File: config.mk
export PLATFORM = sky130hd
export DESIGN_NAME = tfc_delay_ring_flat
export DESIGN_NICKNAME = d
export VERILOG_FILES = /design/src/rtl/tfc_delay_pkg.sv /design/src/rtl/tfc_delay_ring_if.sv /design/src/rtl/tfc_delay_mem.sv /design/src/rtl/tfc_delay_ring.sv /design/src/flat_wrapper.sv
export SDC_FILE = /design/constraint.sdc
export NUM_CORES = 2
export LEC_CHECK = 0
export BUFFER_PORTS_ARGS = -buffer_cell sky130_fd_sc_hd__buf_4
export CORE_AREA = 3 3 641 643
export CTS_BUF_LIST = sky130_fd_sc_hd__clkbuf_8
export CTS_CLUSTER_DIAMETER = 150
export CTS_CLUSTER_SIZE = 10
export DETAILED_ROUTE_END_ITERATION = 10
export DIE_AREA = 0 0 644 646
export MAX_ROUTING_LAYER = met4
export PLACE_DENSITY = 0.51
export SETUP_SLACK_MARGIN = 0.02
export SYNTH_ARGS = -nofsm -noshare
export SYNTH_HDL_FRONTEND = slang
export SYNTH_SLANG_ARGS = --single-unit
File: constraint.sdc
create_clock -name main_clk -period 7.75 [get_ports main_clk]
set_input_delay 1.55 -clock main_clk [delete_from_list [all_inputs] [get_ports main_clk]]
set_output_delay 1.55 -clock main_clk [all_outputs]
set_load 0.005 [all_outputs]
File: src/rtl/tfc_delay_pkg.sv
// tfc_delay_pkg: shared definitions for the TFC delay ring.
//   - Default geometry constants (depth, channel width, channel count).
//   - FSM state encodings as plain constants, plus the enum built on them.
package tfc_delay_pkg;

  localparam int TFC_DEPTH_DEF  = 256;
  localparam int TFC_WIDTH_DEF  = 8;
  localparam int TFC_NUM_CH_DEF = 2;

  localparam logic [1:0] ST_IDLE = 2'd0;
  localparam logic [1:0] ST_FILL = 2'd1;
  localparam logic [1:0] ST_RUN  = 2'd2;

  typedef enum logic [1:0] {
    IDLE = ST_IDLE,
    FILL = ST_FILL,
    RUN  = ST_RUN
  } tfc_state_e;

endpackage

File: src/rtl/tfc_delay_ring_if.sv
// tfc_delay_ring_if: data and control bundle of the TFC delay ring.
//   delay_in   : requested delay D (AW bits)
//   delay_load : one-cycle strobe applying delay_in
//   tfc_in     : NUM_CH packed channels, channel c at [c*TFC_WIDTH +: TFC_WIDTH]
//   tfc_out    : delayed channels, registered, zero while not running
//   out_valid  : tfc_out carries real delayed data
//   delay_cur  : delay currently in force
//   delay_err  : sticky, set by an out-of-range delay request
// Modports: master drives requests and data, slave is the delay ring.
interface tfc_delay_ring_if
  import tfc_delay_pkg::*;
#(
  parameter int DEPTH     = TFC_DEPTH_DEF,
  parameter int TFC_WIDTH = TFC_WIDTH_DEF,
  parameter int NUM_CH    = TFC_NUM_CH_DEF
);
  localparam int AW = $clog2(DEPTH);
  localparam int BW = NUM_CH * TFC_WIDTH;

  logic [AW-1:0] delay_in;
  logic          delay_load;
  logic [BW-1:0] tfc_in;
  logic [BW-1:0] tfc_out;
  logic          out_valid;
  logic [AW-1:0] delay_cur;
  logic          delay_err;

  modport master (
    output delay_in, delay_load, tfc_in,
    input  tfc_out, out_valid, delay_cur, delay_err
  );

  modport slave (
    input  delay_in, delay_load, tfc_in,
    output tfc_out, out_valid, delay_cur, delay_err
  );

endinterface

File: src/rtl/tfc_delay_mem.sv
// tfc_delay_mem: 1-write / 1-read register array with registered read.
//   clk        : rising-edge clock
//   we         : write enable
//   wr_addr    : write address
//   wr_data    : write data
//   rd_addr    : read address
//   rd_data_p0 : registered read data
// No reset on the storage. A read of the address being written in the same
// cycle returns the new data, so a zero-distance read sees this cycle's write.
module tfc_delay_mem
  import tfc_delay_pkg::*;
#(
  parameter int DEPTH = TFC_DEPTH_DEF,
  parameter int WIDTH = TFC_WIDTH_DEF * TFC_NUM_CH_DEF,
  localparam int AW   = $clog2(DEPTH)
) (
  input  logic             clk,
  input  logic             we,
  input  logic [AW-1:0]    wr_addr,
  input  logic [WIDTH-1:0] wr_data,
  input  logic [AW-1:0]    rd_addr,
  output logic [WIDTH-1:0] rd_data_p0
);

  logic [WIDTH-1:0] mem [DEPTH];

  // ---- stage p0: array write and registered read ----
  always_ff @(posedge clk) begin
    if (we) begin
      mem[wr_addr] <= wr_data;
    end
    rd_data_p0 <= (we && (wr_addr == rd_addr)) ? wr_data : mem[rd_addr];
  end

endmodule

File: src/rtl/tfc_delay_ring.sv
// tfc_delay_ring: programmable delay line for NUM_CH channels sharing one delay.
//   main_clk : single clock, rising edge
//   rst_n    : asynchronous active-low reset
//   bus      : tfc_delay_ring_if.slave (delay request, data in, delayed data
//              out, valid, current delay, sticky error)
// Every cycle tfc_in is written at wr_ptr. The read address is wr_ptr minus
// the delay taking effect on this edge, read through a registered array and
// then a masked output register: data sampled at edge k appears at k+D+1.
// After reset release or any delay load, a fill of D+1 writes must complete
// before the output is unmasked, so stale ring contents never leave the block.
module tfc_delay_ring
  import tfc_delay_pkg::*;
#(
  parameter int DEPTH     = TFC_DEPTH_DEF,
  parameter int TFC_WIDTH = TFC_WIDTH_DEF,
  parameter int NUM_CH    = TFC_NUM_CH_DEF,
  parameter int MAX_DELAY = DEPTH - 1
) (
  input logic             main_clk,
  input logic             rst_n,
  tfc_delay_ring_if.slave bus
);

  localparam int            AW    = $clog2(DEPTH);
  localparam int            BW    = NUM_CH * TFC_WIDTH;
  localparam logic [AW-1:0] MAX_D = AW'(MAX_DELAY);

  tfc_state_e    state_q;
  tfc_state_e    state_nxt;
  logic [AW-1:0] wr_ptr;
  logic [AW-1:0] fill_cnt;
  logic [AW-1:0] delay_q;
  logic [AW-1:0] delay_nxt;
  logic          err_q;
  logic          err_nxt;
  logic          fill_restart;
  logic [AW-1:0] rd_addr;
  logic [BW-1:0] rd_data_p0;
  logic [BW-1:0] tfc_out_p1;
  logic          vld_p1;

  // A load always wins over fill completion, even when it repeats the
  // current delay, so every load restarts the fill deterministically.
  always_comb begin
    state_nxt    = state_q;
    delay_nxt    = delay_q;
    err_nxt      = err_q;
    fill_restart = 1'b0;
    if (bus.delay_load) begin
      state_nxt    = FILL;
      fill_restart = 1'b1;
      if (bus.delay_in > MAX_D) begin
        delay_nxt = MAX_D;
        err_nxt   = 1'b1;
      end else begin
        delay_nxt = bus.delay_in;
        err_nxt   = 1'b0;
      end
    end else begin
      unique case (state_q)
        IDLE: begin
          state_nxt    = FILL;
          fill_restart = 1'b1;
        end
        FILL: begin
          // fill_cnt == D means this edge writes entry D+1
          if (fill_cnt == delay_q) begin
            state_nxt = RUN;
          end
        end
        RUN:     state_nxt = RUN;
        default: state_nxt = IDLE;
      endcase
    end
  end

  // Using the delay that takes effect on this edge lets D=0 return the
  // word written on the same edge as the load.
  assign rd_addr = wr_ptr - delay_nxt;

  always_ff @(posedge main_clk or negedge rst_n) begin
    if (!rst_n) begin
      state_q  <= IDLE;
      wr_ptr   <= '0;
      fill_cnt <= '0;
      delay_q  <= MAX_D;
      err_q    <= 1'b0;
    end else begin
      state_q <= state_nxt;
      wr_ptr  <= wr_ptr + AW'(1);
      delay_q <= delay_nxt;
      err_q   <= err_nxt;
      if (fill_restart) begin
        fill_cnt <= '0;
      end else if (state_nxt == FILL) begin
        fill_cnt <= fill_cnt + AW'(1);
      end
    end
  end

  tfc_delay_mem #(
    .DEPTH (DEPTH),
    .WIDTH (BW)
  ) u_mem (
    .clk        (main_clk),
    .we         (1'b1),
    .wr_addr    (wr_ptr),
    .wr_data    (bus.tfc_in),
    .rd_addr    (rd_addr),
    .rd_data_p0 (rd_data_p0)
  );

  // ---- stage p1: output register, masked to zero outside RUN ----
  always_ff @(posedge main_clk or negedge rst_n) begin
    if (!rst_n) begin
      tfc_out_p1 <= '0;
      vld_p1     <= 1'b0;
    end else begin
      vld_p1     <= (state_nxt == RUN);
      tfc_out_p1 <= (state_nxt == RUN) ? rd_data_p0 : '0;
    end
  end

  assign bus.tfc_out   = tfc_out_p1;
  assign bus.out_valid = vld_p1;
  assign bus.delay_cur = delay_q;
  assign bus.delay_err = err_q;

endmodule

File: src/flat_wrapper.sv
// flat-port wrapper written by rule: the top's interface ports become plain ports
module tfc_delay_ring_flat import tfc_delay_pkg::*;
#(
  parameter int DEPTH     = TFC_DEPTH_DEF,
  parameter int TFC_WIDTH = TFC_WIDTH_DEF,
  parameter int NUM_CH    = TFC_NUM_CH_DEF,
  parameter int MAX_DELAY = DEPTH - 1
)
  (main_clk, rst_n, bus_delay_in, bus_delay_load, bus_tfc_in, bus_tfc_out, bus_out_valid, bus_delay_cur, bus_delay_err);
  tfc_delay_ring_if #(.DEPTH(DEPTH), .TFC_WIDTH(TFC_WIDTH), .NUM_CH(NUM_CH)) bus_i ();
  input logic main_clk;
  input logic rst_n;
  input wire logic [$bits(bus_i.delay_in)-1:0] bus_delay_in;
  input wire logic [$bits(bus_i.delay_load)-1:0] bus_delay_load;
  input wire logic [$bits(bus_i.tfc_in)-1:0] bus_tfc_in;
  output wire logic [$bits(bus_i.tfc_out)-1:0] bus_tfc_out;
  output wire logic [$bits(bus_i.out_valid)-1:0] bus_out_valid;
  output wire logic [$bits(bus_i.delay_cur)-1:0] bus_delay_cur;
  output wire logic [$bits(bus_i.delay_err)-1:0] bus_delay_err;
  assign bus_i.delay_in = bus_delay_in;
  assign bus_i.delay_load = bus_delay_load;
  assign bus_i.tfc_in = bus_tfc_in;
  assign bus_tfc_out = bus_i.tfc_out;
  assign bus_out_valid = bus_i.out_valid;
  assign bus_delay_cur = bus_i.delay_cur;
  assign bus_delay_err = bus_i.delay_err;
  tfc_delay_ring #(.DEPTH(DEPTH), .TFC_WIDTH(TFC_WIDTH), .NUM_CH(NUM_CH), .MAX_DELAY(MAX_DELAY)) u_core (.main_clk(main_clk), .rst_n(rst_n), .bus(bus_i));
endmodule
=== After elaboration in Yosys (flattened, before gate mapping) ===
Memory sizes are Yosys's and may differ from the RTL's. A register that Yosys moved wholly into a read port is not among the register bits.
Index checks and enable logic that the tools add are counted.

* Reduce and logical (&&, ||, !) cells: 2
* Divide/modulo/power cells: 0
* Multipliers: 0
* Multiplexer cells: 11
* Bitwise operators: 0
* Shifts and indexed selects: 0
* Equality and inequality tests: 5
* Magnitude comparators: 1
* $add $sub $neg: 3

{| class="wikitable"
|+ Operators with widths
! operator !! number
|-
| 2-to-1 mux 8 bit || 4
|-
| adder 8 x 1 -> 8 bit, second input constant || 2
|-
| 2-to-1 mux 16 bit || 1
|-
| == test 8 bit || 1
|-
| > comparator 8 bit, second input constant || 1
|-
| subtractor 8 bit || 1
|-
| one-hot mux 2 bit (3 select lines) || 1
|-
| == test 2 x 1 -> 1 bit, second input constant || 2
|-
| == test 2 bit, second input constant || 2
|-
| 2-to-1 mux 2 bit || 2
|-
| 2-to-1 mux 1 bit || 3
|-
| zero test 2 bit || 1
|-
| nonzero test 2 bit || 1
|}

* Bits in registers: 44
* Input bits: 27
* Memories: 1
* ROM bits: 0
* Memory bits (writable): 4096
* Bits in latches: 0
* Logic and storage cells: 30
* Output and inout bits: 26

{| class="wikitable"
|+ Memory list
! memory !! words !! bits a word !! read ports !! clocked after memory_dff !! write ports !! line !! RTL
|-
| u_core.u_mem.mem || 256 || 16 || 1 || 1 || 1 || tfc_delay_mem.sv:25 || <nowiki>logic [WIDTH-1:0] mem [DEPTH];</nowiki>
|}

=== Depth between registers and ports, before layout ===
* Depth after elaboration: 7
* Mapped depth: 13
* Gate-level depth less buffers: 10

=== Hierarchy ===
From an unflattened synthesis, not the netlist that was laid out.

* Cell total of the unflattened synthesis: 7530
* Area, all modules: 160636.6 um^2

{| class="wikitable"
|+ Modules (own cells, without submodules)
! module !! cells each !! sequential area each (um^2) !! area an instance (um^2) !! instances
|-
| tfc_delay_mem || 7352 || 123158.1 || 158554.6 || 1
|-
| tfc_delay_ring || 178 || 1086.0 || 2082.0 || 1
|}

=== Worst setup path after synthesis ===
OpenSTA, ideal clock, no wires.

* Path kind: input port to flip-flop
* Start point: in bus_delay_load
* End point: reg (tool-made name)
* Stages on the path: 11
* Required time: 7618 ps
* Buffers on the path: 1
* Path slack: 4059 ps
* Arrival time: 3560 ps
* Setup time: 132 ps
* Cell sequence: clkbuf_1 -> mux2i_1 -> ha_1 -> nor2b_1 -> o21ai_0 -> nand2b_1 -> a21o_1 -> a21oi_1 -> o21bai_1 -> a21oi_1 -> xor3_1

{| class="wikitable"
|+ RTL lines
! element !! line !! RTL
|-
| start, declared || flat_wrapper.sv:14 || <nowiki>input wire logic [$bits(bus_i.delay_load)-1:0] bus_delay_load;</nowiki>
|}

==> implementation parameters <==
Parameter                              Value

CTS
  Clock sink count    4147
  Master cell of the clock root buffer    clkbuf_8
  Clock tree from TritonCTS    yes
  Number of buffers inserted for hold repair after clock tree synthesis    0
  Reg clk slew, reported paths    0.08 ns
  Htree depth    5
  Maximum clock path buffer count    4
  Number of gates given a new drive strength after cts    0
  Number of buffers inserted during clock tree synthesis    approximately 450
  Clock latency of the later-clocked register in the worst-skew pair    ~1.2 ns
  Total setup buffers inserted after CTS    0

Synth
  Top-count cell post-synth    edfxtp_1
  Number of nets produced by synthesis    8073
  Commonest cells post-synth    4096 x edfxtp_1, 814 x mux2i_1, 598 x mux4_2, 380 x nor2_1, 215 x a221oi_1
  Share of synthesized area occupied by flip-flops and latches    about three quarters
  Post-synthesis average cell area    between 20 and 25 um^2
  FF+latch count, synth    4147
  Netlist area before placement    between 150000 and 200000 um^2
  Cells taking the most area after synthesis    edfxtp_1 76%, mux4_2 8.3%, mux2i_1 5.0%
  Number of standard cells after synthesis    approximately 8k
  Fraction of synthesized cell area taken by the top area cell type    75.9%
  Async set-reset flop share out of synthesis    roughly 1.0%
  Yosys cell types    82
  Cell accounting for the most synthesized area    edfxtp_1
  Post-synth EDFFs    slightly above 4k
  Main synth FF type    edfxtp_1
  Yosys synthesis warning count    0

Pwr
  Cell-internal power    roughly 32 mW
  Fraction of power consumed by sequential logic    55.8%
  Static Leak    between 50 and 60 nW
  Proportion of power drawn by the clock network    between 20% and 30%
  Proportion of total power due to net switching    27.8%
  Power density normalized to cell area    between 200 and 300 nW/um^2
  Combinational fraction of design power    between 10% and 20%
  Switching power    about 12 mW
  Peak supply drop    about 0.15 mV

Global route
  Maximum number of pins on one net before global-route repair    about 160
  Vias in the first global route    83.2k
  Antenna violations before repair    30
  Grt ovf    0
  Global routing usage summed across all routing layers    24.8%
  First-pass GRT wire length    between 700000 and 800000 um

Route
  Routed wire per std cell    between 30 and 40 um
  Detailed-routing iteration count for the pre-antenna-repair pass    6
  Wire length reported by the detailed router    roughly 500000 um
  First DRT Iteration DRCs    about 10k
  Final antenna-violating net count    0
  Via count    84.2k
  Via density    approximately 6.0
  DRC Markers    0

Worst setup path
  Endpoint class of the critical path    register
  Required time at the endpoint of the critical path    slightly below 9 ns
  Kind of critical path    reg2reg
  Series of cell instances along the critical path    nor2_4 > buf_12 > buf_4 > buf_4 > a21oi_1 > a22oi_1 > o211ai_1 > a211oi_1 > nand4_1 > a21oi_1 > o22ai_1
  CP max stage cell    a211oi_1
  Startpoint type of the worst setup path    register
  Max stage delay on crit path    approximately 1.2 ns
  WP data arrival    6.91 ns
  Maximum net fanout on the critical path    68

Place
  Total half-perimeter wirelength after legalization and detailed placement    between 200000 and 300000 um
  RD Place Congestion    between 0.8 and 0.9
  Number of input and output port buffers inserted    51

Run status
  Run status    finished clean

Final layout
  Fraction of final layout cells with drive strength greater than 1    a little over a fifth
  Combined area of the multi-input logic cells    ~35000 um^2
  Register area    between 100000 and 150000 um^2
  Final net count    between 8k and 9k
  Final-layout fill cell count    approximately 35k
  End-of-flow core utilization    43.7%
  Growth of design area from synthesis to finish    9.31%

Die
  IO Count    53
  Die footprint    roughly 420000 um^2
  Die Ht    around 650 um
  Die X-Extent    approximately 640 um
  Initial Utilization    between 30% and 40%
  Area of the core region    ~400000 um^2
  # rows    234

STA
  Worst rel slew slack    roughly 5.2%
  Unrepaired setup endpoints after global routing    false
  Fmax    168 MHz
  Setup violations, final    0
  Final hold violations    0
  Slew Viols, Final    0
  Crit path time final    between 5 and 6 ns
  Actual transition at the worst max-transition pin    ~1.4 ns
  Period utilisation layout    76.7%
  Post-Route Skew    0.164 ns
  Total Neg Setup Slack    0 ns

Job
  Total of max-cap violations    0

Hold path
  Type of the most critical hold path    in2async
==> cell type report <==
class                   instances  area share [%]
multi-input cells            3367            19.6
clock buffers                 458            3.56
well taps                    5428            3.83
clock inverters               139           0.376
repair buffers                479            2.40
flip-flops and latches       4147            70.1
inverters                      16          0.0438
diodes                         27          0.0381
==> state kept, by name, summed over array words and instances (netlist names), named ones only <==
name and count:
u_core.wr_ptr 8, u_core.bus.delay_cur 8, u_core.u_mem.mem 4096, u_core.bus.tfc_out 16, u_core.state_q 2, u_core.bus.out_valid 1
u_core.fill_cnt 8
==> layout by cell type, fill, tap and decap left out, types with 11 or more instances in the layout <==
master,Yosys,layout
a221oi_2,39,39
o21ai_0,211,200
ha_1,12,12
clkbuf_8,0,458
nor2b_1,13,11
edfxtp_1,4096,4096
a21oi_1,119,119
buf_8,32,16
nand2_2,0,14
buf_12,20,42
o211ai_1,15,15
nor3_1,97,95
o22ai_1,58,57
a22oi_1,50,50
a221oi_1,215,215
mux2i_1,814,814
mux2_2,80,80
nand2b_1,16,15
inv_1,15,131
a31oi_1,51,45
nand3_1,42,42
diode_2,0,27
a221o_1,111,111
nand4_1,20,20
o221ai_1,17,17
xnor2_1,15,15
buf_4,31,418
or3_1,34,34
a211oi_1,68,59
nor2_2,1,111
o21ai_1,27,38
mux4_2,598,598
nor2_1,380,268
nand2_1,107,93
o31ai_1,25,24
dfrtp_1,35,35
==> per-stage QoR <==
stage | hold slack [ns] | setup slack, ns | total power, mW | cells | instance area (um^2)
finish | 0.408 | 1.81 | 44.3 | 14061 | 177000
global route | 0.391 | 1.81 | 45.7 | 14048 | 177000
CTS | 0.325 | 1.96 | 44.7 | 14034 | 177000
detailed placement | 0.537 | 2.01 | 31.9 | 13437 | 170000
global placement | 0.524 | 1.93 | 31.9 | 13431 | 170000
floorplan | 0.490 | 4.06 | 28.7 | 8033 | 162000
==> path summary, 6_finish.rpt <==
check / slack (ns) / cells past startpoint / from / endpoint
max in group asynchronous: 6.64 / 1 / rst_n / u_core.bus.tfc_out[4]
hold / removal: 0.41 / 1 / rst_n / u_core.bus.out_valid
setup / recovery: 1.81 / 11 / register / u_core.bus.tfc_out[2]
setup reg to reg: 1.81 / 11 / register / u_core.bus.tfc_out[2]
min in group main_clk: 0.55 / 1 / u_core.fill_cnt[7] / u_core.fill_cnt[7]
hold reg to reg: 0.55 / 1 / u_core.fill_cnt[7] / u_core.fill_cnt[7]
==> critical path: cells and delay by family, from the launching register on <==
kind                   cells  cell delay [ns]
AO/OA/AOI/OAI              6             2.58
flip-flops                 1             0.54
buffers and inverters      3             1.50
AND/OR/NAND/NOR            2             0.88
==> kinds of logic after synthesis <==
family	share of synthesized area (%)
AO/OA/AOI/OAI	4.98
XOR/XNOR	0.144
adder cells (fa/ha/maj)	0.105
buffers and inverters	2.20
flip-flops	76.6
multiplexers	13.9
other	0.00231
AND/OR/NAND/NOR	2.05
==> metal layers <==
metal,global-route usage [%],part of all wire (%),wire length [um],vias to the layer above
li1,-,-,-,34075
met1,33.9,42,214000,45733
met2,38.8,48,244000,3617
met3,3.46,7.0,36000,767
met4,7.73,3.4,17300,0
met5,-,0,0,-
==> power groups by stage <==
stage | sequential, mW | combinational (mW) | clock [mW]
detailed placement | 25.2 | 6.71 | 0
finish | 24.7 | 6.72 | 12.9
global placement | 25.2 | 6.69 | 0
CTS | 24.7 | 6.73 | 13.2
global route | 24.7 | 6.93 | 14.1
floorplan | 25.1 | 3.53 | 0
Power figures use the tool's default switching activity.
